===== src/rtl/gcd_pkg.sv =====
// Shared types and defaults for the fraction reducer and its GCD peer.
// State encoding is visible to the bench for cycle accounting.
package gcd_pkg;

  localparam int W_DEF       = 8;
  localparam int TIMEOUT_DEF = 1023;

  typedef enum logic [1:0] {
    IDLE,
    ISSUE,
    WAIT,
    DIVIDE
  } state_t;

endpackage


===== src/rtl/fraction_reducer_if.sv =====
// User-side request bundle and the start/ready link to the GCD unit.
// master drives the request; slave answers it.
interface fraction_reducer_if
  import gcd_pkg::*;
#(
  parameter int W = W_DEF
);
  logic         start;
  logic [W-1:0] num;
  logic [W-1:0] den;
  logic         ready;
  logic [W-1:0] out_num;
  logic [W-1:0] out_den;
  logic         err;

  modport master (
    output start, num, den,
    input  ready, out_num, out_den, err
  );
  modport slave (
    input  start, num, den,
    output ready, out_num, out_den, err
  );
endinterface

interface gcd_if
  import gcd_pkg::*;
#(
  parameter int W = W_DEF
);
  logic         gcd_start;
  logic [W-1:0] gcd_a;
  logic [W-1:0] gcd_b;
  logic         gcd_ready;
  logic [W-1:0] gcd_out;

  modport master (
    output gcd_start, gcd_a, gcd_b,
    input  gcd_ready, gcd_out
  );
  modport slave (
    input  gcd_start, gcd_a, gcd_b,
    output gcd_ready, gcd_out
  );
endinterface


===== src/rtl/sub_divider.sv =====
// Repeated-subtraction divider: one subtract per step until rem < divisor.
// Remainder doubles as the held operand before division starts.
module sub_divider #(
  parameter int W = 8
) (
  input  logic         clk,
  input  logic         nrst,
  input  logic         load,
  input  logic         step,
  input  logic [W-1:0] value,
  input  logic [W-1:0] divisor,
  output logic [W-1:0] rem,
  output logic [W-1:0] quot,
  output logic         done
);

  assign done = rem < divisor;

  always_ff @(posedge clk or negedge nrst) begin
    if (!nrst) begin
      rem  <= '0;
      quot <= '0;
    end else if (load) begin
      rem  <= value;
      quot <= '0;
    end else if (step && !done) begin
      rem  <= rem - divisor;
      quot <= quot + 1'b1;
    end
  end

endmodule


===== src/rtl/fraction_reducer.sv =====
// Reduces num/den to lowest terms using an external GCD unit,
// then divides both operands by the GCD with repeated subtraction.
module fraction_reducer
  import gcd_pkg::*;
#(
  parameter int W       = W_DEF,
  parameter int TIMEOUT = TIMEOUT_DEF
) (
  input  logic              clk,
  input  logic              nrst,
  fraction_reducer_if.slave req,
  gcd_if.master             gcd
);

  localparam int CW = $clog2(TIMEOUT);

  state_t        state;
  state_t        state_nx;
  logic [CW-1:0] cnt;
  logic [W-1:0]  g;
  logic [W-1:0]  out_num;
  logic [W-1:0]  out_den;
  logic          err;
  logic          load;
  logic          step;
  logic [W-1:0]  rn;
  logic [W-1:0]  rd;
  logic [W-1:0]  qn;
  logic [W-1:0]  qd;
  logic          done_n;
  logic          done_d;
  logic          den_zero;
  logic          num_zero;
  logic          timed_out;

  sub_divider #(.W(W)) u_div_n (
    .clk     (clk),
    .nrst    (nrst),
    .load    (load),
    .step    (step),
    .value   (req.num),
    .divisor (g),
    .rem     (rn),
    .quot    (qn),
    .done    (done_n)
  );

  sub_divider #(.W(W)) u_div_d (
    .clk     (clk),
    .nrst    (nrst),
    .load    (load),
    .step    (step),
    .value   (req.den),
    .divisor (g),
    .rem     (rd),
    .quot    (qd),
    .done    (done_d)
  );

  assign den_zero  = req.den == '0;
  assign num_zero  = req.num == '0;
  assign timed_out = cnt == CW'(TIMEOUT - 1);

  assign req.ready   = state == IDLE;
  assign req.out_num = out_num;
  assign req.out_den = out_den;
  assign req.err     = err;

  // Remainders hold the loaded operands stable until DIVIDE begins.
  assign gcd.gcd_a     = rn;
  assign gcd.gcd_b     = rd;
  assign gcd.gcd_start = (state == ISSUE) && gcd.gcd_ready;

  always_comb begin
    state_nx = state;
    load     = 1'b0;
    step     = 1'b0;
    unique case (state)
      IDLE: begin
        if (req.start) begin
          load = 1'b1;
          if (!den_zero && !num_zero) state_nx = ISSUE;
        end
      end
      ISSUE: begin
        if (gcd.gcd_ready) state_nx = WAIT;
      end
      WAIT: begin
        if (gcd.gcd_ready)  state_nx = DIVIDE;
        else if (timed_out) state_nx = IDLE;
      end
      DIVIDE: begin
        step = 1'b1;
        if (done_n && done_d) state_nx = IDLE;
      end
      default: state_nx = IDLE;
    endcase
  end

  always_ff @(posedge clk or negedge nrst) begin
    if (!nrst) begin
      state   <= IDLE;
      cnt     <= '0;
      g       <= '0;
      out_num <= '0;
      out_den <= '0;
      err     <= 1'b0;
    end else begin
      state <= state_nx;
      unique case (state)
        IDLE: begin
          if (req.start) begin
            err <= den_zero;
            unique case (1'b1)
              den_zero: begin
                out_num <= '0;
                out_den <= '0;
              end
              num_zero: begin
                out_num <= '0;
                out_den <= W'(1);
              end
              default: ;
            endcase
          end
        end
        ISSUE: cnt <= '0;
        WAIT: begin
          cnt <= cnt + 1'b1;
          if (gcd.gcd_ready) g <= gcd.gcd_out;
          else if (timed_out) err <= 1'b1;
        end
        DIVIDE: begin
          if (done_n && done_d) begin
            out_num <= qn;
            out_den <= qd;
          end
        end
        default: ;
      endcase
    end
  end

endmodule


===== src/flat_wrapper.sv =====
// flat-port wrapper written by rule: the top's interface ports become plain ports
module fraction_reducer_flat import gcd_pkg::*;
#(
  parameter int W       = W_DEF,
  parameter int TIMEOUT = TIMEOUT_DEF
)
  (clk, nrst, req_start, req_num, req_den, req_ready, req_out_num, req_out_den, req_err, gcd_gcd_start, gcd_gcd_a, gcd_gcd_b, gcd_gcd_ready, gcd_gcd_out);
  fraction_reducer_if #(.W(W)) req_i ();
  gcd_if #(.W(W)) gcd_i ();
  input  logic clk;
  input  logic nrst;
  input wire logic [$bits(req_i.start)-1:0] req_start;
  input wire logic [$bits(req_i.num)-1:0] req_num;
  input wire logic [$bits(req_i.den)-1:0] req_den;
  output wire logic [$bits(req_i.ready)-1:0] req_ready;
  output wire logic [$bits(req_i.out_num)-1:0] req_out_num;
  output wire logic [$bits(req_i.out_den)-1:0] req_out_den;
  output wire logic [$bits(req_i.err)-1:0] req_err;
  output wire logic [$bits(gcd_i.gcd_start)-1:0] gcd_gcd_start;
  output wire logic [$bits(gcd_i.gcd_a)-1:0] gcd_gcd_a;
  output wire logic [$bits(gcd_i.gcd_b)-1:0] gcd_gcd_b;
  input wire logic [$bits(gcd_i.gcd_ready)-1:0] gcd_gcd_ready;
  input wire logic [$bits(gcd_i.gcd_out)-1:0] gcd_gcd_out;
  assign req_i.start = req_start;
  assign req_i.num = req_num;
  assign req_i.den = req_den;
  assign req_ready = req_i.ready;
  assign req_out_num = req_i.out_num;
  assign req_out_den = req_i.out_den;
  assign req_err = req_i.err;
  assign gcd_gcd_start = gcd_i.gcd_start;
  assign gcd_gcd_a = gcd_i.gcd_a;
  assign gcd_gcd_b = gcd_i.gcd_b;
  assign gcd_i.gcd_ready = gcd_gcd_ready;
  assign gcd_i.gcd_out = gcd_gcd_out;
  fraction_reducer #(.W(W), .TIMEOUT(TIMEOUT)) u_core (.clk(clk), .nrst(nrst), .req(req_i), .gcd(gcd_i));
endmodule

===== config.mk =====
export PLATFORM = sky130hd
export DESIGN_NAME = fraction_reducer_flat
export DESIGN_NICKNAME = d
export VERILOG_FILES = /design/src/rtl/gcd_pkg.sv /design/src/rtl/fraction_reducer_if.sv /design/src/rtl/sub_divider.sv /design/src/rtl/fraction_reducer.sv /design/src/flat_wrapper.sv
export SDC_FILE = /design/constraint.sdc
export NUM_CORES = 1
export LEC_CHECK = 0
export ABC_AREA = 1
export BUFFER_PORTS_ARGS = -buffer_cell sky130_fd_sc_hd__buf_2
export CAP_MARGIN = 20
export CORE_ASPECT_RATIO = 0.5
export CORE_MARGIN = 2
export CORE_UTILIZATION = 50
export CTS_BUF_LIST = sky130_fd_sc_hd__clkbuf_8
export DETAILED_ROUTE_END_ITERATION = 12
export PLACE_DENSITY = 0.67
export SLEW_MARGIN = 40
export SYNTH_ARGS = -nofsm -noshare
export SYNTH_HDL_FRONTEND = slang
export SYNTH_SLANG_ARGS = --single-unit

===== constraint.sdc =====
create_clock -name clk -period 4.4 [get_ports clk]
set_input_delay 0.22 -clock clk [delete_from_list [all_inputs] [get_ports clk]]
set_output_delay 0.22 -clock clk [all_outputs]
set_load 0.05 [all_outputs]

==> out/metrics.yaml, run 1 <==
setup_path:
  arrival_ns: 2.86
  cpMostUsedCell: "nand2_1"
  cp.required_ns: 4.63
  critical_path_buf_inv_count: 2
  cpPeakStageDelay_ns: 0.53
  critPathKind: "register to register"
  crit_path_max_fanout: 32
  critPathLaunchType: "register"
  r2r_cells: 9
  cp_slowest_cell: "inv_2"
  worstReg2RegEnd: "u_core.req.out_num[1]"
  rrSetupSlack_ns: 1.77
  crit_family: "simple AND/OR/NAND/NOR gates"
  endpoint_kind: "register"
  crit_chain: "inv_1, ha_1, nand2_1, inv_2, nand2_1, o21ai_1, nand2_4, nand2_1, o21ai_2"
  reg2reg_from: "u_core.state[1]"
  cp-startpoint: "u_core.state[1]"
logic_synthesis:
  avgSynthCellArea_um2: 7.77
  synthXorXnorAreaFrac_pct: 3.09
  synthSimpleGateAreaFrac_pct: 28.5
  synthDistinctLibCells: 39
  synthesis.instances: 548
  yosys_warnings: 0
  synth_area_mm2: 0.00426
  synth_edf_count: 0
  syn_nets: 602
  synth_top_family_by_area: "simple AND/OR/NAND/NOR gates"
  synth_ff_type: "dfrtp_1"
  synth_seq_area_share_pct: 40.6
  synth_fa_ha_area_share_pct: 8.00
  ys_async_sr_fraction_pct: 100
  synth-compound-area-share_pct: 11.6
  synth-seq-cells: 69
  synthMuxAreaShare_pct: 0.265
job:
  drv_cap: 0
power:
  p_per_area_mw_per_mm2: 693
  ir_drop_mv: 0.302
  power.leakage_nw: 2.64
  power_w: 0.00336
timing:
  hold_violations: 0
  fin_tns_setup_ns: 0
  max-slew-margin-rel_pct: 48.9
  clock_skew_ns: 0.00852
  worst_slack_ns: 1.77
  setup_viol: 0
  worst_pin_slew_ns: 0.766
  finalCritPeriodShare_pct: 59.7
  clock.fmax_ghz: 0.381
  slew_violations: 0
  grt_setup_unrepaired: "false"
  period_minus_slack_ns: 2.63
status:
  status: "completed"
die:
  chipWidth_um: 134
  die_h_um: 69.2
  start_util_pct: 52.3
  num_rows: 23
  die_area_mm2: 0.00931
  coreArea_mm2: 0.00814
  io_pins: 63
place:
  dpl.hpwl_um: 7240
  gp_congestion: 0.863
  dp_worst_setup_slack_ns: 1.79
  port_buffers: 62
  dpl_cell_area_mm2: 0.00462
layout:
  final_common_cell: "nand2_1"
  layout_common_cells: "nand2_1 (169), dfrtp_1 (69), inv_1 (62), buf_2 (61), nor2_1 (41)"
  seq_area_mm2: 0.00173
  n_fill_cell: 765
  nNetsFinal: 664
  diodes: 0
  drive_above_1_share_pct: 20.3
  area_growth_syn_to_layout_pct: 14.0
  multi_input_comb_area_mm2: 0.00219
  fin_area_mm2: 0.00485
global_routing:
  grt_overflow: 0
  grtUsageTotal_pct: 22.2
  grt_pass1_vias: 3279
  antenna_found_initial: 0
  grt_max_degree: 37
  grt_pass1_wl_um: 16200
drt:
  viasPerCell: 4.93
  drtIter0Drc: 236
  wl_per_cell_um: 13.3
  drc: 0
  vias: 3585
  drtAntennaViolNets: 0
  first_pass_iters: 4
  wirelength_um: 9700
worst_hold_path:
  hold_path_class: "input port to register"
  min_from: "gcd_gcd_out[0]"
  min_to: "u_core.g[0]"
  worstHoldPathCells: 2
clock_tree:
  clk_latency_ns: 0.35
  clk_pin_slew_worst_paths_ns: 0.08
  cts_buffers: 9
  ctsHoldBuffers: 1
  cts-resized-gates: 0
  clk_path_buf_depth: 2
  cts_tree: "yes"
  htree_num_levels: 3
  post_cts_buffers: 0
  root_buffer: "clkbuf_8"
  numClockSinks: 69
==> cell usage after synthesis (2+ instances only) <==
cell type,number,area (um^2)
clkbuf_1,4,15.0
o21ai_2,16,140
a21o_1,2,15.0
buf_2,2,10.0
buf_6,4,45.0
fa_1,2,40.0
nand2_2,17,106
nor2_1,41,154
nand2_4,2,22.5
o21bai_1,3,22.5
inv_1,62,233
xnor2_1,2,17.5
nand3b_1,2,15.0
nand4_1,4,25.0
nor3_2,2,20.0
dfrtp_1,69,1730
inv_2,3,11.3
nand3_1,32,160
nor3_1,4,20.0
ha_1,24,300
a21oi_1,30,150
buf_4,2,15.0
nor2_4,2,22.5
o21ai_0,19,95.1
xor2_1,13,114
nand2_1,169,634
o21ai_1,4,20.0
==> area by class of cell <==
type                            instances  area share, %
Clock inverter                          6           1.78
Multi-Input combinational cell        401           45.1
Inverter                               65           5.03
Clock buffer                           10           2.84
Timing Repair Buffer                   64           6.81
Tap cell                              112           2.89
Sequential cell                        69           35.6
==> state kept, by name, indices dropped and copies added (netlist names) <==
register and cells:
u_core.req.out_num 8, u_core.g 8, u_core.state 2, u_core.u_div_d.quot 8, u_core.u_div_n.quot 8, u_core.req.err 1, u_core.u_div_n.rem 8, u_core.req.out_den 8
u_core.cnt 10, u_core.u_div_d.rem 8
==> per-layer routing <==
| layer | track usage [%] | wire, um | share of wire (%) | up-vias |
|---|---|---|---|---|
| met1 | 33.5 | 4950 | 51 | 1620 |
| met2 | 31.6 | 4040 | 42 | 92 |
| met5 | 0 | 0 | 0 | - |
| met4 | 4.56 | 64 | 0.66 | 0 |
| li1 | - | - | - | 1869 |
| met3 | 6.36 | 649 | 6.7 | 4 |
==> power breakdown <==
group / switching (W) / total [W] / leakage, nW / internal (W)
sequential: 0.000144 / 0.000937 / 0.905 / 0.000793
combinational: 0.00127 / 0.00183 / 1.62 / 0.000568
clock: 0.000258 / 0.000592 / 0.112 / 0.000334
total: 0.00167 / 0.00336 / 2.64 / 0.00169
==> metrics by stage <==
step | instances | utilization [%] | hold slack (ns)
2_1_floorplan | 548 | - | -0.0756
3_3_place_gp | 710 | 56.7 | 0.336
3_5_place_dp | 710 | 56.7 | 0.343
4_1_cts | 727 | 59.5 | 0.0843
5_1_grt | 727 | 59.6 | 0.0834
6_report | 727 | 59.6 | 0.102
==> cell families (layout without fill, tap and decap cells) <==
| family | count (synthesis) | count (layout) |
|---|---|---|
| and+or+nand+nor | 280 | 280 |
| AOI/OAI and AO/OA | 79 | 79 |
| buffers and inverters | 78 | 145 |
| DFF | 69 | 69 |
| adders and majority gates | 26 | 26 |
| xor gates and xnor gates | 15 | 15 |
| muxes | 1 | 1 |
==> how the worst max path moves through the flow <==
stage / endpoint / slack (ns) / depth (start not counted)
final: u_core.req.out_num[1] / 1.77 / 9
after global routing: u_core.req.out_num[1] / 1.53 / 9
after floorplan: u_core.u_div_n.rem[6] / 2.10 / 14
after CTS: u_core.req.out_num[1] / 1.79 / 9
after global placement: u_core.req.out_num[2] / 1.96 / 9
after detailed placement: u_core.req.out_num[1] / 1.79 / 9
Note: power is estimated with default switching activity, not from simulation.
==> inputs of run 2 (changes only) <==
Settings changed: ABC_AREA 1 to 0, PLACE_DENSITY 0.67 to 0.68.
Clock period 4.4 ns to 2.75 ns, I/O delays scaled along.
==> run 2 against run 1 <==
Routed wire length shrank 13%. Cell area shrank 4.0%. Global-route usage shrank 0.93 points. Total power grew 71%. Via count shrank 12%. Fmax grew 4.0%. Non-clock buffer count grew 12. Synthesized cell count shrank 22%. Critical path depth grew 1. Sequential cell count is the same. Die area shrank 5.8%. Clock skew shrank 0.00093 ns. Critical endpoint is now u_core.req.out_num[2]. Largest cell class unchanged. Largest power group unchanged. Highest routed layer unchanged.
==> out/metrics.yaml, run 2 <==
timing:
  slew_violations: 0  # unchanged
  hold_violations: 0  # unchanged
  max-slew-margin-rel_pct: 55.2  # +6.3 points
  setup_viol: 0  # unchanged
  worst_slack_ns: 0.223  # -1.55 ns
  clock.fmax_ghz: 0.396  # +4.0%
  worst_pin_slew_ns: 0.670  # -0.0960 ns
  finalHoldWorstSlack_ns: 0.0157  # -0.0861 ns
  clock_skew_ns: 0.00759  # -0.000929 ns
  finalCritPeriodShare_pct: 91.9  # +32 points
  period_minus_slack_ns: 2.53  # -0.100 ns
die:
  start_util_pct: 53.0  # +0.75 points
  die_h_um: 67.2  # -2.9%
  num_rows: 22  # -4.3%
  chipWidth_um: 130  # -3.0%
  die_area_mm2: 0.00877  # -5.8%
  coreArea_mm2: 0.00754  # -7.4%
  io_pins: 63  # unchanged
layout:
  final_common_cell: "dfrtp_1"
  drive_above_1_share_pct: 22.2  # +1.9 points
  n_fill_cell: 717  # -6.3%
  area_growth_syn_to_layout_pct: 16.5
  layout_common_cells: "dfrtp_1 (69), buf_2 (61), nand2_1 (48), o21ai_0 (41), nor2_1 (33)"
  diodes: 0  # unchanged
  final_core_util_pct: 61.8  # +2.2 points
  largest_reg_flops: 10  # unchanged
  regMostFlops: "u_core.cnt"
  nNetsFinal: 549  # -17%
status:
  status: "completed"
drt:
  wirelength_um: 8470  # -13%
  drtIter0Drc: 191  # -19%
  viasPerCell: 5.21  # +5.7%
  first_pass_iters: 5  # +1
  drc: 0  # unchanged
  wl_per_cell_um: 14.0  # +4.6%
  drtAntennaViolNets: 0  # unchanged
  vias: 3163  # -12%
power:
  p_per_area_mw_per_mm2: 1240  # +78%
  power_w: 0.00576  # +71%
  ir_drop_mv: 0.572  # +89%
  power.leakage_nw: 2.19  # -17%
logic_synthesis:
  synth_top_family_by_area: "compound AO/OA/AOI/OAI gates"
  synthesis.instances: 426  # -22%
  synth-seq-cells: 69  # unchanged
  avgSynthCellArea_um2: 9.39  # +21%
  syn_nets: 480  # -20%
  synth_fa_ha_area_share_pct: 8.51  # +0.52 points
  ys_async_sr_fraction_pct: 100  # unchanged
  synthDistinctLibCells: 48  # +23%
  yosys_warnings: 0  # unchanged
  synthMuxAreaShare_pct: 4.82  # +4.6 points
  synth-compound-area-share_pct: 17.3  # +5.8 points
  synth_top_area_share_pct: 43.2  # +2.6 points
  synth.top_cells.by_area: "dfrtp_1 (43%), ha_1 (7.5%), o21ai_0 (5.1%), nand2_1 (4.5%), xnor2_1 (3.9%)"
  synth_edf_count: 0  # unchanged
  synth.top_cells.by_count: "dfrtp_1 (69), nand2_1 (48), o21ai_0 (41)"
  synthXorXnorAreaFrac_pct: 5.04  # +2.0 points
  synth_ff_type: "dfrtp_1"
  synth_area_mm2: 0.00400  # -6.1%
  synth_seq_area_share_pct: 43.2  # +2.6 points
  synthSimpleGateAreaFrac_pct: 17.1  # -11 points
  yosys.area.top_type: "dfrtp_1"
  yosysMostFrequentCell: "dfrtp_1"
global_routing:
  grt_max_degree: 34  # -8.1%
  antenna_found_initial: 0  # unchanged
  grt_overflow: 0  # unchanged
  grt_pass1_vias: 2924  # -11%
  grtUsageTotal_pct: 21.2  # -0.93 points
  grt_pass1_wl_um: 14300  # -12%
worst_hold_path:
  hold_path_class: "input port to register"
clock_tree:
  numClockSinks: 69  # unchanged
  clk_path_buf_depth: 2  # unchanged
  cts_tree: "yes"
  cts_buffers: 9  # unchanged
  htree_num_levels: 3  # unchanged
  root_buffer: "clkbuf_8"
  clk_pin_slew_worst_paths_ns: 0.07  # about the same
  clk_latency_ns: 0.35  # about the same
setup_path:
  cp.required_ns: 3.00  # -1.63 ns
  arrival_ns: 2.78  # -0.08 ns
  crit_path_max_fanout: 28  # -13%
  endpoint_kind: "register"
  critPathLaunchType: "register"
  critPathKind: "register to register"
place:
  dp_worst_setup_slack_ns: 0.195  # -1.59 ns
  dpl.hpwl_um: 6210  # -14%
  port_buffers: 62  # unchanged
  gp_congestion: 0.861  # -0.30%
job:
  drv_cap: 0  # unchanged
-- run 2: cell count changes in the layout (fill, tap and decap cells not counted), moves of 17 or more --
cell	delta
o21ai_0	+22
o31ai_1	+19
inv_1	-42
nand2_1	-121
nand3_1	-21
nand2_2	-17
-- run 2: worst max-delay path: stages (launching register included) --
cell	delay, ns
dfrtp_1	0.37
inv_1	0.05
ha_1	0.22
fa_1	0.37
and2b_1	0.23
o31a_1	0.28
o21ai_1	0.18
a21boi_2	0.24
buf_6	0.23
o21ai_0	0.13
o31ai_1	0.11
-- run 2: per-layer routing --
metal,wire length [um],part of all wire [%],vias up,global-route usage (%)
met5,0,0,-,0
met4,48,0.57,0,4.39
met3,295,3.5,4,6.18
met2,3480,41,45,30.7
met1,4650,55,1477,31.7
li1,-,-,1637,-
-- run 2: area by class of cell --
class                   count  area [um^2]  share of cell area [%]
multi-input cells         319         2130                    45.7
flip-flops and latches     69         1730                    37.1
repair buffers             76          427                    9.16
clock buffers              10          138                    2.95
well taps                 108          135                    2.90
inverters                  20         75.1                    1.61
clock inverters             5         27.5                   0.591
-- run 2: where the power goes --
group / switching (W) / internal [W] / total (W) / leakage (nW)
combinational: 0.00223 / 0.00131 / 0.00353 / 1.20
sequential: 0.000215 / 0.00130 / 0.00151 / 0.907
clock: 0.000378 / 0.000340 / 0.000718 / 0.0877
-- run 2: through the flow --
step / cell area (um^2) / cells / TNS [ns]
5_1_grt: 4660 / 607 / -0.000705
2_1_floorplan: 4000 / 426 / 0
4_1_cts: 4630 / 605 / 0
3_3_place_gp: 4440 / 588 / 0
3_5_place_dp: 4440 / 588 / 0
6_report: 4660 / 607 / 0
-- run 2: repair_timing --
item	in CTS	in global routing
setup endpoints to repair	0	18
hold endpoints to repair	32	0
gates resized for setup	0	2
hold buffers	2	0
setup buffers	0	2
-- run 2: kinds of logic after synthesis --
group / Yosys count
fa+ha+maj: 26
buf+inv: 38
xor+xnor: 23
simple gates: 140
compound gates: 112
flops: 69
mux: 18
-- run 2: path summary, 6_finish.rpt --
kind	from	endpoint	slack, ns	cells after the start
max in group asynchronous	nrst	u_core.cnt[1]	1.86	3
min reg2reg	u_core.cnt[8]	u_core.cnt[8]	0.48	1
max reg2reg	u_core.u_div_d.rem[0]	u_core.req.out_num[2]	0.22	10
min in group asynchronous	nrst	u_core.g[2]	0.27	2
max	u_core.u_div_d.rem[0]	u_core.req.out_num[2]	0.22	10
min	req_num[2]	u_core.u_div_n.rem[2]	0.02	3
==> inputs of run 3 (changes only) <==
Settings changed: CORE_UTILIZATION 50 to 24, PLACE_DENSITY 0.68 to 0.36.
==> run 3 against run 2 <==
Core utilization shrank 31 points. Total power grew 6.6%. Routed wire length grew 23%. Via count grew 2.1%. Sequential share of layout area shrank 2.3 points. Non-clock buffer count grew 5. Critical endpoint is now u_core.u_div_d.quot[4]. Highest routed layer unchanged.
==> out/metrics.yaml, run 3 (synthesized netlist as in run 2, its figures left out) <==
power:
  p_per_area_mw_per_mm2: 1240  # about the same
  combPwrFrac_pct: 57.7  # -3.6 points
  switching_share_pct: 47.0  # -1.9 points
  power.leakage_nw: 2.25  # +2.9%
  sequentialPowerShare_pct: 24.9  # -1.3 points
  ir_drop_mv: 0.288  # -50%
  clkPwrFrac_pct: 17.4  # +4.9 points
  p_int_w: 0.00326  # +11%
  p_sw_w: 0.00288  # +2.3%
timing:
  grt_setup_unrepaired: "false"
  hold_violations: 0  # unchanged
  clock_skew_ns: 0.0105  # +0.00290 ns
  max-slew-margin-rel_pct: 62.2  # +7.0 points
  slew_violations: 0  # unchanged
  worst_pin_slew_ns: 0.565  # -0.105 ns
  finalCritPeriodShare_pct: 90.6  # -1.3 points
  period_minus_slack_ns: 2.49  # -0.0350 ns
  setup_viol: 0  # unchanged
  clock.fmax_ghz: 0.401  # +1.4%
  fin_tns_setup_ns: 0  # unchanged
drt:
  wirelength_um: 10400  # +23%
  drtAntennaViolNets: 0  # unchanged
  vias: 3228  # +2.1%
  drc: 0  # unchanged
  wl_per_cell_um: 14.2  # +1.8%
  drtIter0Drc: 161  # -16%
  viasPerCell: 4.41  # -15%
  first_pass_iters: 4  # -1
die:
  coreArea_mm2: 0.0164  # +120%
  die_area_mm2: 0.0178  # +100%
  start_util_pct: 24.5  # -29 points
  num_rows: 33  # +50%
  chipWidth_um: 187  # +43%
  die_h_um: 95.3  # +42%
  io_pins: 63  # unchanged
setup_path:
  critPathKind: "register to register"
  crit_path_max_fanout: 6  # -79%
  crit_family: "compound AO/OA/AOI/OAI gates"
  cpPeakStageDelay_ns: 0.37  # about the same
  cp.required_ns: 3.02  # +0.02 ns
  critical_path_buf_inv_count: 2  # unchanged
  endpoint_kind: "register"
  cp_slowest_cell: "fa_1"
  crit_chain: "inv_1, ha_1, fa_1, and2b_1, o31a_1, o211ai_2, buf_4, or3_1, a21oi_1"
  critPathLaunchType: "register"
  arrival_ns: 2.76  # -0.02 ns
global_routing:
  antenna_found_initial: 0  # unchanged
  grtUsageTotal_pct: 12.5  # -8.7 points
  grt_pass1_vias: 3300  # +13%
  grt_pass1_wl_um: 17400  # +21%
  grt_max_degree: 41  # +21%
  grt_overflow: 0  # unchanged
layout:
  n_fill_cell: 1803  # +150%
  nNetsFinal: 554  # +0.91%
  final_core_util_pct: 30.3  # -31 points
  layout_common_cells: "dfrtp_1 (69), buf_2 (61), nand2_1 (48), o21ai_0 (41), nor2_1 (33)"
  diodes: 0  # unchanged
  area_growth_syn_to_layout_pct: 24.1
  regMostFlops: "u_core.cnt"
  final_common_cell: "dfrtp_1"
  drive_above_1_share_pct: 22.0  # -0.26 points
  layout.cells.non_filler: 732  # +21%
  largest_reg_flops: 10  # unchanged
status:
  status: "completed"
place:
  dp_cells: 707  # +20%
  dpl.hpwl_um: 7770  # +25%
  port_buffers: 62  # unchanged
  gp_congestion: 0.737  # -14%
clock_tree:
  cts_buffers: 9  # unchanged
  clk_latency_ns: 0.35  # about the same
  clk_pin_slew_worst_paths_ns: 0.08  # about the same
  root_buffer: "clkbuf_8"
  clk_path_buf_depth: 2  # unchanged
  htree_num_levels: 3  # unchanged
  cts_tree: "yes"
  numClockSinks: 69  # unchanged
worst_hold_path:
  hold_path_class: "input port to register"
job:
  drv_cap: 0  # unchanged
[run 3: per-stage QoR]
| step | setup WS [ns] | total power (W) | cell area, um^2 | hold slack [ns] |
|---|---|---|---|---|
| 3_3_place_gp | 0.296 | 0.00511 | 4610 | 0.259 |
| 3_5_place_dp | 0.225 | 0.00512 | 4610 | 0.262 |
| 2_1_floorplan | 0.116 | 0.00427 | 4000 | -0.158 |
| 5_1_grt | 0.0315 | 0.00671 | 4960 | 0.00531 |
| 4_1_cts | 0.183 | 0.00624 | 4950 | 0.00276 |
| 6_report | 0.258 | 0.00614 | 4960 | 0.0236 |
[run 3: power by group through the flow]
stage / clock network, W / logic, W / registers, W
after floorplan: 0 / 0.00218 / 0.00208
after global placement: 0 / 0.00356 / 0.00156
after detailed placement: 0 / 0.00356 / 0.00156
after CTS: 0.00111 / 0.00358 / 0.00154
after global routing: 0.00115 / 0.00398 / 0.00158
final: 0.00107 / 0.00354 / 0.00153
[run 3: path summary, 6_finish.rpt]
check                                 startpoint                     end  slack [ns]  depth (start not counted)
max                        u_core.u_div_d.rem[0]  u_core.u_div_d.quot[4]        0.26                          9
max in group asynchronous                   nrst  u_core.u_div_d.quot[2]        1.91                          3
min reg2reg                        u_core.cnt[8]           u_core.cnt[8]        0.49                          1
min                                   req_num[5]   u_core.u_div_n.rem[5]        0.02                          2
max reg2reg                u_core.u_div_d.rem[0]  u_core.u_div_d.quot[4]        0.26                          9
min in group asynchronous                   nrst             u_core.g[1]        0.27                          2
[run 3: worst reg2reg max path, delay by kind of cell (launching register included)]
kind / cells / cell delay, ns
DFF: 1 / 0.36
buffers and inverters: 2 / 0.27
and+or+nand+nor: 2 / 0.59
AOI/OAI and AO/OA: 3 / 0.60
adders and majority gates: 2 / 0.58
[run 3: cell type report]
type                    instances  area [um^2]  area share [%]
inverters                      20         75.1            1.51
multi-input cells             319         2110            42.6
well taps                     227          284            5.73
clock inverters                 5          106            2.14
clock buffers                  11          151            3.05
flip-flops and latches         69         1730            34.8
repair buffers                 81          504            10.2
[run 3: metal layers]
metal	vias to the layer above	routed length (um)	part of all wire, %	track usage (%)
met1	1530	5690	55	17.8
met3	9	366	3.5	3.39
met5	-	0	0	0
met4	0	92	0.88	2.78
li1	1649	-	-	-
met2	40	4260	41	19.1
[run 3: what timing repair did]
action                                  CTS  global route
setup buffers                             0             1
hold buffers                              8             0
endpoints found under the setup margin    0            14
endpoints found under the hold margin    36             0
gates resized for setup                   0             1
